`src/rtl/sauria_sramc_pkg.sv`:
```
// rtl/sauria_sramc_pkg.sv - shared types for the SRAMC port arbiter slice
//
// Purpose: read-owner enum and the {valid, owner} tag that rides the read
//          latency pipe so returning SRAM data can be steered to its requester.
// Ports:   none (package).

package sauria_sramc_pkg;

  typedef enum logic {
    OWN_PSM = 1'b0,
    OWN_DMA = 1'b1
  } owner_e;

  typedef struct packed {
    logic   valid;
    owner_e owner;
  } tag_t;

endpackage

```
`src/rtl/sramc_rsp_fifo.sv`:
```
// rtl/sramc_rsp_fifo.sv - show-ahead synchronous FIFO for DMA read responses
//
// Purpose: holds DMA read data until the DMA side accepts it; head is visible
//          combinationally while the FIFO is non-empty.
// Ports:   i_clk/i_rst   clock, synchronous active-high reset
//          i_push/i_data write side; a push while full is dropped unless a
//                        pop happens in the same cycle
//          i_pop         remove head (ignored when empty)
//          o_full/o_empty occupancy flags
//          o_head        current head entry

module sramc_rsp_fifo #(
  parameter int WIDTH = 96,
  parameter int DEPTH = 2
) (
  input  logic             i_clk,
  input  logic             i_rst,
  input  logic             i_push,
  input  logic [WIDTH-1:0] i_data,
  input  logic             i_pop,
  output logic             o_full,
  output logic             o_empty,
  output logic [WIDTH-1:0] o_head
);

  localparam int PTR_W = (DEPTH > 1) ? $clog2(DEPTH) : 1;
  localparam int CNT_W = $clog2(DEPTH + 1);

  logic [WIDTH-1:0] r_mem [DEPTH];
  logic [PTR_W-1:0] r_wr_ptr;
  logic [PTR_W-1:0] r_rd_ptr;
  logic [CNT_W-1:0] r_count;

  logic w_do_pop;
  logic w_do_push;

  assign o_full    = (r_count == CNT_W'(DEPTH));
  assign o_empty   = (r_count == '0);
  assign o_head    = r_mem[r_rd_ptr];
  assign w_do_pop  = i_pop & ~o_empty;
  assign w_do_push = i_push & (~o_full | w_do_pop);

  // Pointers wrap explicitly so non-power-of-two depths work.
  function automatic logic [PTR_W-1:0] ptr_inc(input logic [PTR_W-1:0] p);
    return (p == PTR_W'(DEPTH - 1)) ? '0 : p + PTR_W'(1);
  endfunction

  always_ff @(posedge i_clk) begin
    if (w_do_push) begin
      r_mem[r_wr_ptr] <= i_data;
    end
  end

  always_ff @(posedge i_clk) begin
    if (i_rst) begin
      r_wr_ptr <= '0;
      r_rd_ptr <= '0;
      r_count  <= '0;
    end else begin
      if (w_do_push) begin
        r_wr_ptr <= ptr_inc(r_wr_ptr);
      end
      if (w_do_pop) begin
        r_rd_ptr <= ptr_inc(r_rd_ptr);
      end
      case ({w_do_push, w_do_pop})
        2'b10:   r_count <= r_count + CNT_W'(1);
        2'b01:   r_count <= r_count - CNT_W'(1);
        default: r_count <= r_count;
      endcase
    end
  end

endmodule

```
`src/rtl/sramc_port_arbiter.sv`:
```
// rtl/sramc_port_arbiter.sv - shares the single SRAMC port between PSM and DMA
//
// Purpose: PSM has strict, zero-latency priority; DMA requests fill idle
//          cycles. Reads are tagged by owner; DMA read data is buffered in a
//          credit-protected FIFO so DMA backpressure never stalls the SRAM.
// Ports:   i_clk/i_rst        clock, synchronous active-high reset
//          i_psm_*            PSM access (no backpressure)
//          o_psm_rdata        SRAM read data pass-through to PSM
//          i/o_dma_req_*      DMA request channel (valid/ready)
//          i/o_dma_rsp_*      DMA read response channel (valid/ready)
//          o_mem_*/i_mem_rdata SRAM macro port
//          o_err              sticky protocol error

module sramc_port_arbiter
  import sauria_sramc_pkg::*;
#(
  parameter int ADRC_W    = 8,
  parameter int SRAMC_W   = 96,
  parameter int SRAMC_N   = 2,
  parameter int RD_LAT    = 1,
  parameter int RSP_DEPTH = RD_LAT + 1
) (
  input  logic               i_clk,
  input  logic               i_rst,
  input  logic [ADRC_W-1:0]  i_psm_addr,
  input  logic               i_psm_wren,
  input  logic               i_psm_rden,
  input  logic [SRAMC_N-1:0] i_psm_wmask,
  input  logic [SRAMC_W-1:0] i_psm_wdata,
  output logic [SRAMC_W-1:0] o_psm_rdata,
  input  logic               i_dma_req_valid,
  output logic               o_dma_req_ready,
  input  logic               i_dma_req_we,
  input  logic [ADRC_W-1:0]  i_dma_req_addr,
  input  logic [SRAMC_N-1:0] i_dma_req_wmask,
  input  logic [SRAMC_W-1:0] i_dma_req_wdata,
  output logic               o_dma_rsp_valid,
  input  logic               i_dma_rsp_ready,
  output logic [SRAMC_W-1:0] o_dma_rsp_data,
  output logic [ADRC_W-1:0]  o_mem_addr,
  output logic               o_mem_wren,
  output logic               o_mem_rden,
  output logic [SRAMC_N-1:0] o_mem_wmask,
  output logic [SRAMC_W-1:0] o_mem_wdata,
  input  logic [SRAMC_W-1:0] i_mem_rdata,
  output logic               o_err
);

  localparam int CRD_W = $clog2(RSP_DEPTH + 1);

  logic             w_psm_act;
  logic             w_dma_fire;
  logic             w_dma_rd_fire;
  owner_e           w_owner;
  logic             w_push;
  logic             w_pop;
  logic             w_full;
  logic             w_empty;
  logic             w_overflow;
  logic [CRD_W-1:0] r_credits;
  tag_t             r_tag [RD_LAT];
  logic             r_err;

  assign w_psm_act       = i_psm_wren | i_psm_rden;
  assign o_dma_req_ready = ~w_psm_act & ~i_rst & (r_credits != '0);
  assign w_dma_fire      = i_dma_req_valid & o_dma_req_ready;
  assign w_dma_rd_fire   = w_dma_fire & ~i_dma_req_we;

  // Port mux. Held at zero during reset so the macro sees no access even if
  // the PSM is already driving requests.
  always_comb begin
    o_mem_addr  = '0;
    o_mem_wren  = 1'b0;
    o_mem_rden  = 1'b0;
    o_mem_wmask = '0;
    o_mem_wdata = '0;
    w_owner     = OWN_PSM;
    if (!i_rst) begin
      if (w_psm_act) begin
        o_mem_addr  = i_psm_addr;
        o_mem_wren  = i_psm_wren;
        o_mem_rden  = i_psm_rden & ~i_psm_wren;
        o_mem_wmask = i_psm_wmask;
        o_mem_wdata = i_psm_wdata;
      end else if (w_dma_fire) begin
        o_mem_addr  = i_dma_req_addr;
        o_mem_wren  = i_dma_req_we;
        o_mem_rden  = ~i_dma_req_we;
        o_mem_wmask = i_dma_req_wmask;
        o_mem_wdata = i_dma_req_wdata;
        w_owner     = OWN_DMA;
      end
    end
  end

  // Tag pipe: last stage lines up with i_mem_rdata for the tagged read.
  always_ff @(posedge i_clk) begin
    if (i_rst) begin
      for (int i = 0; i < RD_LAT; i++) begin
        r_tag[i] <= '0;
      end
    end else begin
      r_tag[0] <= tag_t'{valid: o_mem_rden, owner: w_owner};
      for (int i = 1; i < RD_LAT; i++) begin
        r_tag[i] <= r_tag[i-1];
      end
    end
  end

  assign o_psm_rdata = i_mem_rdata;
  assign w_push      = r_tag[RD_LAT-1].valid & (r_tag[RD_LAT-1].owner == OWN_DMA);
  assign w_pop       = o_dma_rsp_valid & i_dma_rsp_ready;
  assign w_overflow  = w_push & w_full & ~w_pop;

  sramc_rsp_fifo #(
    .WIDTH (SRAMC_W),
    .DEPTH (RSP_DEPTH)
  ) u_rsp_fifo (
    .i_clk   (i_clk),
    .i_rst   (i_rst),
    .i_push  (w_push),
    .i_data  (i_mem_rdata),
    .i_pop   (w_pop),
    .o_full  (w_full),
    .o_empty (w_empty),
    .o_head  (o_dma_rsp_data)
  );

  assign o_dma_rsp_valid = ~w_empty;

  // One credit per FIFO slot: reserved at read issue, returned on pop.
  always_ff @(posedge i_clk) begin
    if (i_rst) begin
      r_credits <= CRD_W'(RSP_DEPTH);
    end else begin
      case ({w_dma_rd_fire, w_pop})
        2'b10:   r_credits <= r_credits - CRD_W'(1);
        2'b01:   r_credits <= r_credits + CRD_W'(1);
        default: r_credits <= r_credits;
      endcase
    end
  end

  always_ff @(posedge i_clk) begin
    if (i_rst) begin
      r_err <= 1'b0;
    end else if ((i_psm_wren & i_psm_rden) | w_overflow) begin
      r_err <= 1'b1;
    end
  end

  assign o_err = r_err;

endmodule

```
`config.mk`:
```
export PLATFORM = sky130hd
export DESIGN_NAME = sramc_port_arbiter
export DESIGN_NICKNAME = d
export VERILOG_FILES = /design/src/rtl/sauria_sramc_pkg.sv /design/src/rtl/sramc_rsp_fifo.sv /design/src/rtl/sramc_port_arbiter.sv
export SDC_FILE = /design/constraint.sdc
export NUM_CORES = 1
export LEC_CHECK = 0
export ABC_AREA = 0
export CAP_MARGIN = 10
export CORE_AREA = 2 2 238 240
export DETAILED_ROUTE_END_ITERATION = 6
export DIE_AREA = 0 0 240 242
export MAX_ROUTING_LAYER = met4
export PLACE_DENSITY = 0.4
export SLEW_MARGIN = 10
export SYNTH_ARGS = -nofsm -noshare
export SYNTH_HDL_FRONTEND = slang
export SYNTH_SLANG_ARGS = --single-unit
```
`constraint.sdc`:
```
create_clock -name i_clk -period 7 [get_ports i_clk]
set_clock_uncertainty 0.1 [all_clocks]
set_input_delay 1.05 -clock i_clk [delete_from_list [all_inputs] [get_ports i_clk]]
set_output_delay 1.05 -clock i_clk [all_outputs]
set_load 0.02 [all_outputs]
```
### Yosys cells after proc, flatten, opt, wreduce, memory -nomap -nowiden

Memories as Yosys holds them, arrays and structs flattened. A register that Yosys moved wholly into a read port is not among the register bits.
Cells that the tools add are included.
W data, S select, Z words.

* flip-flop bits (word level): 7
* bits in latches: 0
* RAM bits: 194
* bits in read-only memories: 0
* logic and storage cells: 76
* memories kept: 2

Memory list
* u_rsp_fifo.r_mem: words 2, width 96, read ports 1, clocked after memory_dff 1, write ports 1, RTL line sramc_rsp_fifo.sv:29 `logic [WIDTH-1:0] r_mem [DEPTH];`
* r_tag: words 1, width 2, read ports 1, clocked after memory_dff 0, write ports 1, RTL line sramc_port_arbiter.sv:61 `tag_t r_tag [RD_LAT];`

* add/sub/neg operators: 6
* multiply operators: 0
* divide/modulo/power cells: 0
* magnitude comparators: 0
* equality and inequality tests: 5
* shift operators: 0
* multiplexer cells: 31
* bitwise gates (word level): 22
* reductions and logical operators: 5

Operator list (count)
* $mux W96: 3
* $mux W8: 3
* $mux W1: 19
* $and A1 B1 Y1: 12
* $mux W2: 4
* $pmux W2 S2: 2
* $not A1 Y1: 7
* $eq A2 B2 Y1 const B: 3
* $reduce_bool A2 Y1: 3
* $add A2 B1 Y2 const B: 2
* $eq A2 B1 Y1 const B: 2
* $sub A2 B1 Y2 const B: 2
* $or A1 B1 Y1: 3
* $add A1 B1 Y1 const B: 2
* $logic_not A2 Y1: 1
* $reduce_or A2 Y1: 1

### Logic depth before layout (Yosys ltp)

Gate-level depths: netlist of the first run.

* depth in word-level cells: 9
* depth in mapped cells: 8
* mapped depth without buffers: 7

### Hierarchy

From an unflattened synthesis of the first run, not the netlist that was laid out.

* cell total of the unflattened synthesis: 585
* area, all modules: 9416.5 um^2

By module, submodules not included
* sramc_rsp_fifo: times used 1, cells each 329, area an instance 7368.3 um^2
* sramc_port_arbiter: times used 1, cells each 256, area an instance 2048.2 um^2

### Least setup slack after synthesis of the first run

Ideal clock, no wire load.

* kind: input port to flip-flop
* from: in i_dma_rsp_ready
* to: mem u_rsp_fifo.r_mem[1][0] (enable)
* library setup time: 0.551 ns
* arrival: 5.419 ns
* required time: 6.349 ns
* setup slack: 0.930 ns
* stages: 3
* cells stage by stage: nor3b_1 or2_2 nor2_1

* cells in the longest elaborated chain, start to end: 6

RTL lines
* start: declaration: RTL line sramc_port_arbiter.sv:38 `input logic i_dma_rsp_ready,`
* $and A1 B1 Y1: RTL line sramc_port_arbiter.sv:112 `assign w_pop = o_dma_rsp_valid & i_dma_rsp_ready;`
* $and A1 B1 Y1: RTL line sramc_rsp_fifo.sv:40 `assign w_do_pop = i_pop & ~o_empty;`
* $or A1 B1 Y1: RTL line sramc_rsp_fifo.sv:41 `assign w_do_push = i_push & (~o_full | w_do_pop);`
* $and A1 B1 Y1: RTL line sramc_rsp_fifo.sv:41
* $mux W1: RTL line sramc_rsp_fifo.sv:49 `if (w_do_push) begin`
* $mux W1 (not written as such): RTL line sramc_rsp_fifo.sv:50 `r_mem[r_wr_ptr] <= i_data;`
* end: declaration: RTL line sramc_rsp_fifo.sv:29

Every way passes these cells.

### Worst setup path after layout of the first run

* from: in i_rst
* to: out o_mem_wdata[0]

* cells in the longest elaborated chain, start to end: 7

RTL lines
* start: declaration: RTL line sramc_port_arbiter.sv:24 `input logic i_rst,`
* $not A1 Y1: RTL line sramc_port_arbiter.sv:65 `assign o_dma_req_ready = ~w_psm_act & ~i_rst & (r_credits != '0);`
* $and A1 B1 Y1 (2 in series): RTL line sramc_port_arbiter.sv:65
* $and A1 B1 Y1: RTL line sramc_port_arbiter.sv:66 `assign w_dma_fire = i_dma_req_valid & o_dma_req_ready;`
* $mux W96: RTL line sramc_port_arbiter.sv:85 `end else if (w_dma_fire) begin`
* $mux W96: RTL line sramc_port_arbiter.sv:79 `if (w_psm_act) begin`
* $mux W96 *: RTL line sramc_port_arbiter.sv:78 `if (!i_rst) begin`
* end: declaration: RTL line sramc_port_arbiter.sv:44 `output logic [SRAMC_W-1:0] o_mem_wdata,`

Mark *: on every way between the ends. The rest lies on a longest branch, timed or not.

==> qor.yml, run 1 <==
status:
  outcome: "finished clean"
power:
  cellPowerDensity_mw_per_mm2: 193
  clkPwrFrac_pct: 38.8
  ir_drop_v: 0.000133
  intPower_mw: 2.37
  p_total_mw: 3.14
  pwr-share-seq_pct: 42.4
  switchingPower_mw: 0.764
  p_leak_nw: 5.42
  p_sw_share_pct: 24.3
  p_comb_share_pct: 18.8
cells_and_area:
  layout.nets: 1417
  final_core_utilization_pct: 29.2
  syn_to_final_growth_pct: 77.9
  drive_above_1_share_pct: 13.5
  fin_area_sq_mm: 0.0163
  final_cells: 1884
placed_design:
  portBuffers: 617
  gp_congestion: 0.887
  dp_cells: 1830
  post-place-ws_ps: 1860
  placed_cell_area_sq_mm: 0.0155
  dp_hpwl_um: 38300
drt:
  drc_errors: 0
  drtIter0Drc: 200
  postRouteAntennaNets: 0
  via_per_inst: 3.76
  wl_per_cell_um: 24.6
  vias: 7081
  wirelength_um: 46400
  dr.pass1.iters: 4
yosys:
  synth_top_family_by_area: "multiplexers"
  syn-num-nets: 897
  synth_most_common_cell: "edfxtp_1"
  synthesis.area_sq_mm: 0.00915
  synth-simple-area-share_pct: 1.37
  synth_edf_count: 192
  synth_seq_cells: 202
  synth_top_cell_by_area: "edfxtp_1"
  synthAdderAreaFrac_pct: 0.274
  synth-xor-area-share_pct: 0.479
  yosysWarningCount: 0
  seq_area_frac_synth_pct: 65.2
  avgSynthCellArea_sq_um: 15.8
  synth_common_cells: "edfxtp_1, a22o_1, buf_4, mux2_2, buf_2"
  synth_compound_area_share_pct: 11.0
  synth.area.mux_share_pct: 11.8
  synth.area.top_cells: "edfxtp_1, mux2_2, a22o_1"
  async_reset_ff_share_pct: 0
  yosysTopAreaCellShare_pct: 63.0
  ys_types: 27
  synth_flop_cell: "edfxtp_1"
  syn_inst: 580
floorplanning:
  die_w_um: 240
  fp-row-count: 87
  io-pin-count: 618
  die_area_sq_mm: 0.0581
  coreArea_sq_mm: 0.0557
  die_y_um: 242
  start_util_pct: 16.4
worst_setup_path:
  reg2reg_depth: 4
  worstPathRequired_ps: 5850
  cp-end-kind: "output port"
  start_kind: "input port"
  cp.arrival_ps: 3980
  crit_fanout: 76
  path_class: "input port to output port"
sta:
  tns_ps: 0
  period_needed_ps: 5130
  tightest_slew_ps: 1020
  setup_slack_ps: 1870
  rsz0062_at_grt: "false"
  slew_viol_final: 0
  relSlewSlack_pct: 32.2
  fin_hold_ws_ps: 404
  finalSetupViolCount: 0
  fmax_mhz: 195
  hold_viol_final: 0
  finalCritPeriodShare_pct: 73.2
clock_network:
  tritoncts: "yes"
  clk_pin_slew_ps: 60
  cts.sinks: 202
  cts_resized: 0
  numCtsBuffers: 24
  postCtsSetupBuffers: 0
  cts.htree.levels: 1
  clockBufferDepth: 3
  cts.root.buffer_cell: "clkbuf_16"
  clkLatencyLatePin_ps: 510
  postCtsHoldBufs: 0
grt:
  grt_pass1_vias: 7346
  grt_max_degree: 77
  antenna_found_initial: 10
  grt_first_pass_wirelength_um: 59400
  grt_util_all_layers_pct: 15.5
  grt-ovfl-total: 0
hold_path:
  holdPathStages: 2
  min_path_type: "register to register"
flow_run:
  maxCapViolCount: 0
==> path summary, 6_finish.rpt <==
| kind | start | end | slack, ps |
|---|---|---|---|
| worst max-delay path | i_rst | o_mem_wdata[0] | 1870 |
| worst min-delay path | u_rsp_fifo.r_wr_ptr | u_rsp_fifo.r_wr_ptr | 400 |
| worst max register to register | u_rsp_fifo.r_count[0] | u_rsp_fifo.r_mem[0][3] | 4280 |
| worst min register to register | u_rsp_fifo.r_wr_ptr | u_rsp_fifo.r_wr_ptr | 400 |
==> worst max-delay path: stages <==
cell and delay (ps):
clkdlybuf4s50_1 630, or2_1 370, nor3_4 140, buf_4 660, a22o_1 420, clkdlybuf4s50_1 680
==> per-layer routing <==
layer  track usage [%]  wire [um]  vias to the layer above  share of wire, %
met5                 -          0                        -                 0
met4              8.91       2600                        0               5.6
met3              3.78       3130                       69               6.7
met2              30.2      26400                      380                57
met1              13.1      14300                     3406                31
li1                  -          -                     3226                 -
==> placed cells by master (no fill, tap or decap), types with 2 or more instances in the layout <==
master and count:
xnor2_1 2, nand2_1 2, buf_4 6, diode_2 10, clkbuf_16 25, a21oi_1 4
o21ai_0 3, clkbuf_1 4, clkinv_1 3, a22o_1 106, clkdlybuf4s50_1 617, inv_1 3
o21ba_2 3, inv_6 2, nor2_1 7, ha_1 2, dfxtp_1 9, mux2_2 96
xor2_1 3, nor3_1 3, or3_1 2, bufinv_16 2, or2_2 2, nor2_4 2
clkinv_2 7, edfxtp_1 192
==> cell type report <==
class                           count  area, sq um
Antenna cell                       10         25.0
Clock inverter                     15          131
Inverter                            4         17.5
Tap cell                          756          946
Clock buffer                       29          641
Timing Repair Buffer              624         6240
Sequential cell                   202         5970
Multi-Input combinational cell    244         2300
Fill cell                        5785        39500
==> logic make-up after synthesis <==
family	Yosys count
buf+inv	134
flops	202
fa+ha+maj	2
mux	96
xor+xnor	5
compound gates	118
simple gates	23
==> state kept, by name (all words and copies together), names as in the netlist, named ones only <==
| register | cells |
|---|---|
| u_rsp_fifo.r_count | 2 |
| u_rsp_fifo.r_mem | 192 |
| o_err | 1 |
| r_tag | 2 |
| u_rsp_fifo.r_rd_ptr | 1 |
| r_credits | 2 |
| u_rsp_fifo.r_wr_ptr | 1 |
==> power groups by stage <==
stage | Clock (mW) | Combinational, mW | Sequential, mW
after global routing | 1.32 | 0.611 | 1.33
after CTS | 1.27 | 0.601 | 1.33
after floorplan | 0 | 0.222 | 1.35
final | 1.22 | 0.591 | 1.33
after detailed placement | 0 | 0.600 | 1.36
after global placement | 0 | 0.598 | 1.36
(Power assumes the default switching activity.)
==> run 2: changes to the inputs <==
- CORE_AREA: 2 2 238 240 -> 2 2 241 243
- DIE_AREA: 0 0 240 242 -> 0 0 243 245
- PLACE_DENSITY: 0.4 -> 0.41
- clock period: 7 -> 4.44 ns (I/O delays scaled with it)
==> qor.yml, run 2 (same netlist as run 1, synthesis figures left out) <==
drt:
  wl_per_cell_um: 25.1
  via_per_inst: 3.79
  dr.pass1.iters: 4
  wirelength_um: 47800
  postRouteAntennaNets: 0
  drc_errors: 0
  vias: 7207
  drtIter0Drc: 194
sta:
  finalCritPeriodShare_pct: 91.7
  finalSetupViolCount: 0
  tns_ps: 0
  hold_viol_final: 0
  relSlewSlack_pct: 46.8
  rsz0062_at_grt: "false"
  period_needed_ps: 4070
  fmax_mhz: 246
  slew_viol_final: 0
  tightest_slew_ps: 796
  setup_slack_ps: 367
hold_path:
  holdPathStages: 2
  min_path_type: "register to register"
  min_to: "o_err"
  hp-start: "r_tag[0][0]"
power:
  p_leak_nw: 5.66
  cellPowerDensity_mw_per_mm2: 308
  ir_drop_v: 0.000204
  p_total_mw: 5.16
cells_and_area:
  final_common_cell: "clkdlybuf4s50_1"
  final_cell_mix: "clkdlybuf4s50_1, edfxtp_1, a22o_1"
  multi_input_area_sq_mm: 0.00230
  final_core_utilization_pct: 29.4
  layout.nets: 1424
  largest_reg_flops: 192
  drive_above_1_share_pct: 17.4
  nFillCells: 5914
  register_area_sq_mm: 0.00597
  top_register: "u_rsp_fifo.r_mem"
  syn_to_final_growth_pct: 83.4
clock_network:
  postCtsSetupBuffers: 0
  cts.htree.levels: 1
  numCtsBuffers: 24
  cts.root.buffer_cell: "clkbuf_16"
  postCtsHoldBufs: 0
  cts_resized: 0
  clk_pin_slew_ps: 60
  cts.sinks: 202
  tritoncts: "yes"
  clockBufferDepth: 3
  clkLatencyLatePin_ps: 510
placed_design:
  gp_congestion: 0.916
  dp_hpwl_um: 40000
  portBuffers: 617
  post-place-ws_ps: 286
worst_setup_path:
  r2r_end: "r_credits[1]"
  cp.arrival_ps: 3310
  r2r_slack_ps: 2300
  path_class: "input port to output port"
  worstPathRequired_ps: 3670
  reg2reg_from: "r_credits[0]"
  start_kind: "input port"
  reg2reg_depth: 6
  cp-end-kind: "output port"
  crit_fanout: 23
grt:
  grt_pass1_vias: 7610
  grt_util_all_layers_pct: 15.7
  antenna_found_initial: 14
  grt_max_degree: 97
  grt-ovfl-total: 0
  grt_first_pass_wirelength_um: 61700
floorplanning:
  coreArea_sq_mm: 0.0570
  die_w_um: 243
  io-pin-count: 618
  die_area_sq_mm: 0.0595
  fp-row-count: 88
  die_y_um: 245
  start_util_pct: 16.0
flow_run:
  maxCapViolCount: 0
status:
  outcome: "finished clean"
run 2: per-layer routing:
layer | global-route usage (%) | vias up | share of wire, %
met2 | 26.9 | 432 | 51
li1 | - | 3242 | -
met5 | - | - | 0
met3 | 5.84 | 105 | 9.3
met1 | 12.1 | 3428 | 28
met4 | 17.1 | 0 | 12
run 2: stage by stage:
stage	instances	hold WS [ps]	cell area, sq um
4_1_cts	1889	380	16700
3_3_place_gp	1846	375	15900
2_1_floorplan	580	344	9150
5_1_grt	1901	413	16800
3_5_place_dp	1846	377	15900
6_report	1902	380	16800
run 2: area by class of cell:
type                       count  share of cell area [%]
timing repair buffer         631                    39.7
tap                          765                    5.71
multi-input combinational    244                    13.7
clock buffer                  26                    3.75
antenna                       13                   0.194
inverter                       4                   0.104
sequential                   202                    35.6
clock inverter                17                    1.26
run 2: worst max path at each step:
stage / end / cells past startpoint / from / slack (ps)
after floorplan: u_rsp_fifo.r_mem[1][0] / 3 / i_dma_rsp_ready / 370
after global placement: o_mem_wdata[40] / 6 / i_psm_rden / 280
after detailed placement: o_mem_wdata[40] / 6 / i_psm_rden / 290
after CTS: o_mem_wdata[40] / 6 / i_psm_rden / 280
after global routing: o_mem_wdata[54] / 6 / i_psm_rden / 280
final: o_mem_wdata[54] / 6 / i_psm_rden / 370
run 2: critical path, cell delays in order:
cell,delay [ps]
clkdlybuf4s50_1,640
nor2_1,130
nor2_4,620
buf_12,260
a22o_1,310
clkdlybuf4s50_1,660
run 2: power breakdown:
group          internal (mW)  switching (mW)  leakage [nW]
clock network           1.31           0.758         0.406
logic                  0.551           0.449          3.45
registers               2.09         0.00300          1.81
total                   3.95            1.21          5.66
==> patch, RTL diff (config.mk and constraints of run 2) <==
Set the parameter `SRAMC_W` to 104 (it was 96).
--- a/src/rtl/sramc_port_arbiter.sv
+++ b/src/rtl/sramc_port_arbiter.sv
@@ -17,3 +17,3 @@
   parameter int ADRC_W    = 8,
-  parameter int SRAMC_W   = 96,
+  parameter int SRAMC_W   = 104,
   parameter int SRAMC_N   = 2,
Interface: changed (6 resized); port bits go from 618 to 666. The function was not compared with the original's and may differ.
==> patch against run 2 <==
Sequential cell count grew 16. Area after synthesis grew 7.9%. Setup slack gained 0.26 ns. Routed wire length grew 13%. Global-route usage grew 2.0 points. Total power grew 4.2%. Design area grew 5.2%. Critical path type unchanged. Largest power group unchanged.
==> patch: results (changes against run 2) <==
stage;metric;value;unit;change
pwr;total leakage power;0.00593;uW;was 0.00566 uW
global_route;wire length of the first global-routing pass;69600;um;was 61700 um
detailed_routing;sum of routed wire length over all layers;54000;um;was 47800 um
clock_tree;Setup Fix Bufs, Post-CTS;0;;unchanged
synthesis;Post-Synthesis Net Count;964;;was 897
global_route;All-Layer GR Usage;0.177;;was 0.157
synthesis;library cells used by synthesis;27;;unchanged
critical_path;CP arrival;3.05;ns;was 3.31 ns
synthesis;biggest area contributors in the synthesized netlist;sky130_fd_sc_hd__edfxtp_1 63%, sky130_fd_sc_hd__mux2_2 12%, sky130_fd_sc_hd__a22o_1 10%, sky130_fd_sc_hd__buf_4 8.3%, sky130_fd_sc_hd__dfxtp_1 2.0%;;was sky130_fd_sc_hd__edfxtp_1 63%, sky130_fd_sc_hd__mux2_2 12%, sky130_fd_sc_hd__a22o_1 10%, sky130_fd_sc_hd__buf_4 8.1%, sky130_fd_sc_hd__dfxtp_1 2.2%
clock_tree;number of levels in the clock H-tree;1;;unchanged
global_route;maximum number of pins on one net before global-route repair;105;;was 97
detailed_routing;total iterations of the first detailed-routing run;6;;was 4
pwr;Peak supply drop;0.239;mV;was 0.204 mV
critical_path;reg-to-reg slack, setup;1.97;ns;was 2.30 ns
critical_path;end point of the critical path;o_mem_wdata[66];;was o_mem_wdata[54]
synthesis;Post-synth EDFFs;208;;was 192
detailed_routing;drt via density;3.98;;was 3.79
timing;transition time of the tightest slew-check pin;0.832;ns;was 0.796 ns
pwr;internal power of the cells;4040;uW;was 3950 uW
place;HPWL after detailed placement;45000;um;was 40000 um
finish;number of flip-flops under the largest register name;208;;was 192
finish;layout net count;1527;;was 1424
clock_tree;total CTS buffers;26;;was 24
synthesis;synth cell count leaders;208 x sky130_fd_sc_hd__edfxtp_1, 114 x sky130_fd_sc_hd__a22o_1, 109 x sky130_fd_sc_hd__buf_4;;was 192 x sky130_fd_sc_hd__edfxtp_1, 106 x sky130_fd_sc_hd__a22o_1, 99 x sky130_fd_sc_hd__buf_4
synthesis;register area share after synthesis;0.653;;was 0.652
timing;final critical path time including I/O delays and setup;3.81;ns;was 4.07 ns
place;I/O Buffers;665;;was 617
place;global placement routability congestion;0.952;;was 0.916
critical_path;Worst Reg-to-Reg Cells;7;;was 6
finish;number of filler instances in the final layout;5856;;was 5914
global_route;vias in the first global route;8111;;was 7610
detailed_routing;DRC marker count from the first detailed-route iteration;306;;was 194
critical_path;first element of the critical path;i_rst;;was i_psm_rden
finish;proportion of layout cells with a drive suffix above 1;0.153;;was 0.174
clock_tree;later-pin clock latency in the skew report;0.53;ns;was 0.51 ns
place;placed cell areas;16800;um^2;was 15900 um^2
finish;top register by number of flip-flops;u_rsp_fifo.r_mem;;unchanged
clock_tree;cts repair resizes;0;;unchanged
run_status;result of the run;finished, final reports clean;;unchanged
critical_path;Max FO, Critical Path;66;;was 23
==> patch: final cells by class <==
class / count / area, um^2 / share of cell area
inverter: 4 / 17.5 / 0.000992
clock inverter: 19 / 153 / 0.00865
tap: 765 / 957 / 0.0542
multi-input combinational: 260 / 2460 / 0.139
clock buffer: 29 / 683 / 0.0387
timing repair buffer: 676 / 6900 / 0.391
sequential: 218 / 6450 / 0.365
antenna: 11 / 27.5 / 0.00156
==> patch: kinds of logic after synthesis <==
family / synth area share
simple gates: 0.0127
xor+xnor: 0.00444
fa+ha+maj: 0.00254
buf+inv: 0.0993
compound gates: 0.109
flops: 0.653
mux: 0.119
==> patch: routing by layer <==
metal  global-route usage  up-vias  routed length (um)
li1                     -     3479                   -
met1                0.139     3798               15200
met2                0.321      461               28800
met3               0.0614      142                4880
met4                0.155        0                5180
met5                    -        -                   0
==> patch: worst min path at each step <==
stage	start	endpoint	cells past startpoint
3_3_place_gp	u_rsp_fifo.r_wr_ptr	u_rsp_fifo.r_wr_ptr	2
6_report	r_tag[0][0]	o_err	2
3_5_place_dp	r_tag[0][0]	o_err	2
4_1_cts	r_tag[0][0]	o_err	2
5_1_grt	r_tag[0][0]	o_err	2
2_1_floorplan	r_tag[0][0]	o_err	2
==> patch: through the flow <==
stage / worst slack (ns) / hold slack [ns] / power (uW) / cells
finish: 0.626 / 0.380 / 5380 / 1982
global route: 0.529 / 0.391 / 5570 / 1980
CTS: 0.621 / 0.381 / 5480 / 1971
detailed placement: 0.615 / 0.374 / 3360 / 1923
global placement: 0.640 / 0.372 / 3350 / 1923
floorplan: 0.164 / 0.344 / 2680 / 623
==> patch: worst max-delay path, stage by stage <==
cell and delay (ns):
sky130_fd_sc_hd__clkdlybuf4s50_1 0.44, sky130_fd_sc_hd__buf_4 0.20, sky130_fd_sc_hd__nor2_4 0.13, sky130_fd_sc_hd__buf_12 0.28
sky130_fd_sc_hd__buf_4 0.39, sky130_fd_sc_hd__a22o_1 0.25, sky130_fd_sc_hd__clkdlybuf4s50_1 0.65
==> patch: power groups by stage <==
stage	Sequential [uW]	Combinational [uW]	Clock, uW
final	2260	1040	2070
after global routing	2260	1070	2240
after CTS	2260	1050	2170
after detailed placement	2310	1050	0
after global placement	2300	1050	0
after floorplan	2310	377	0
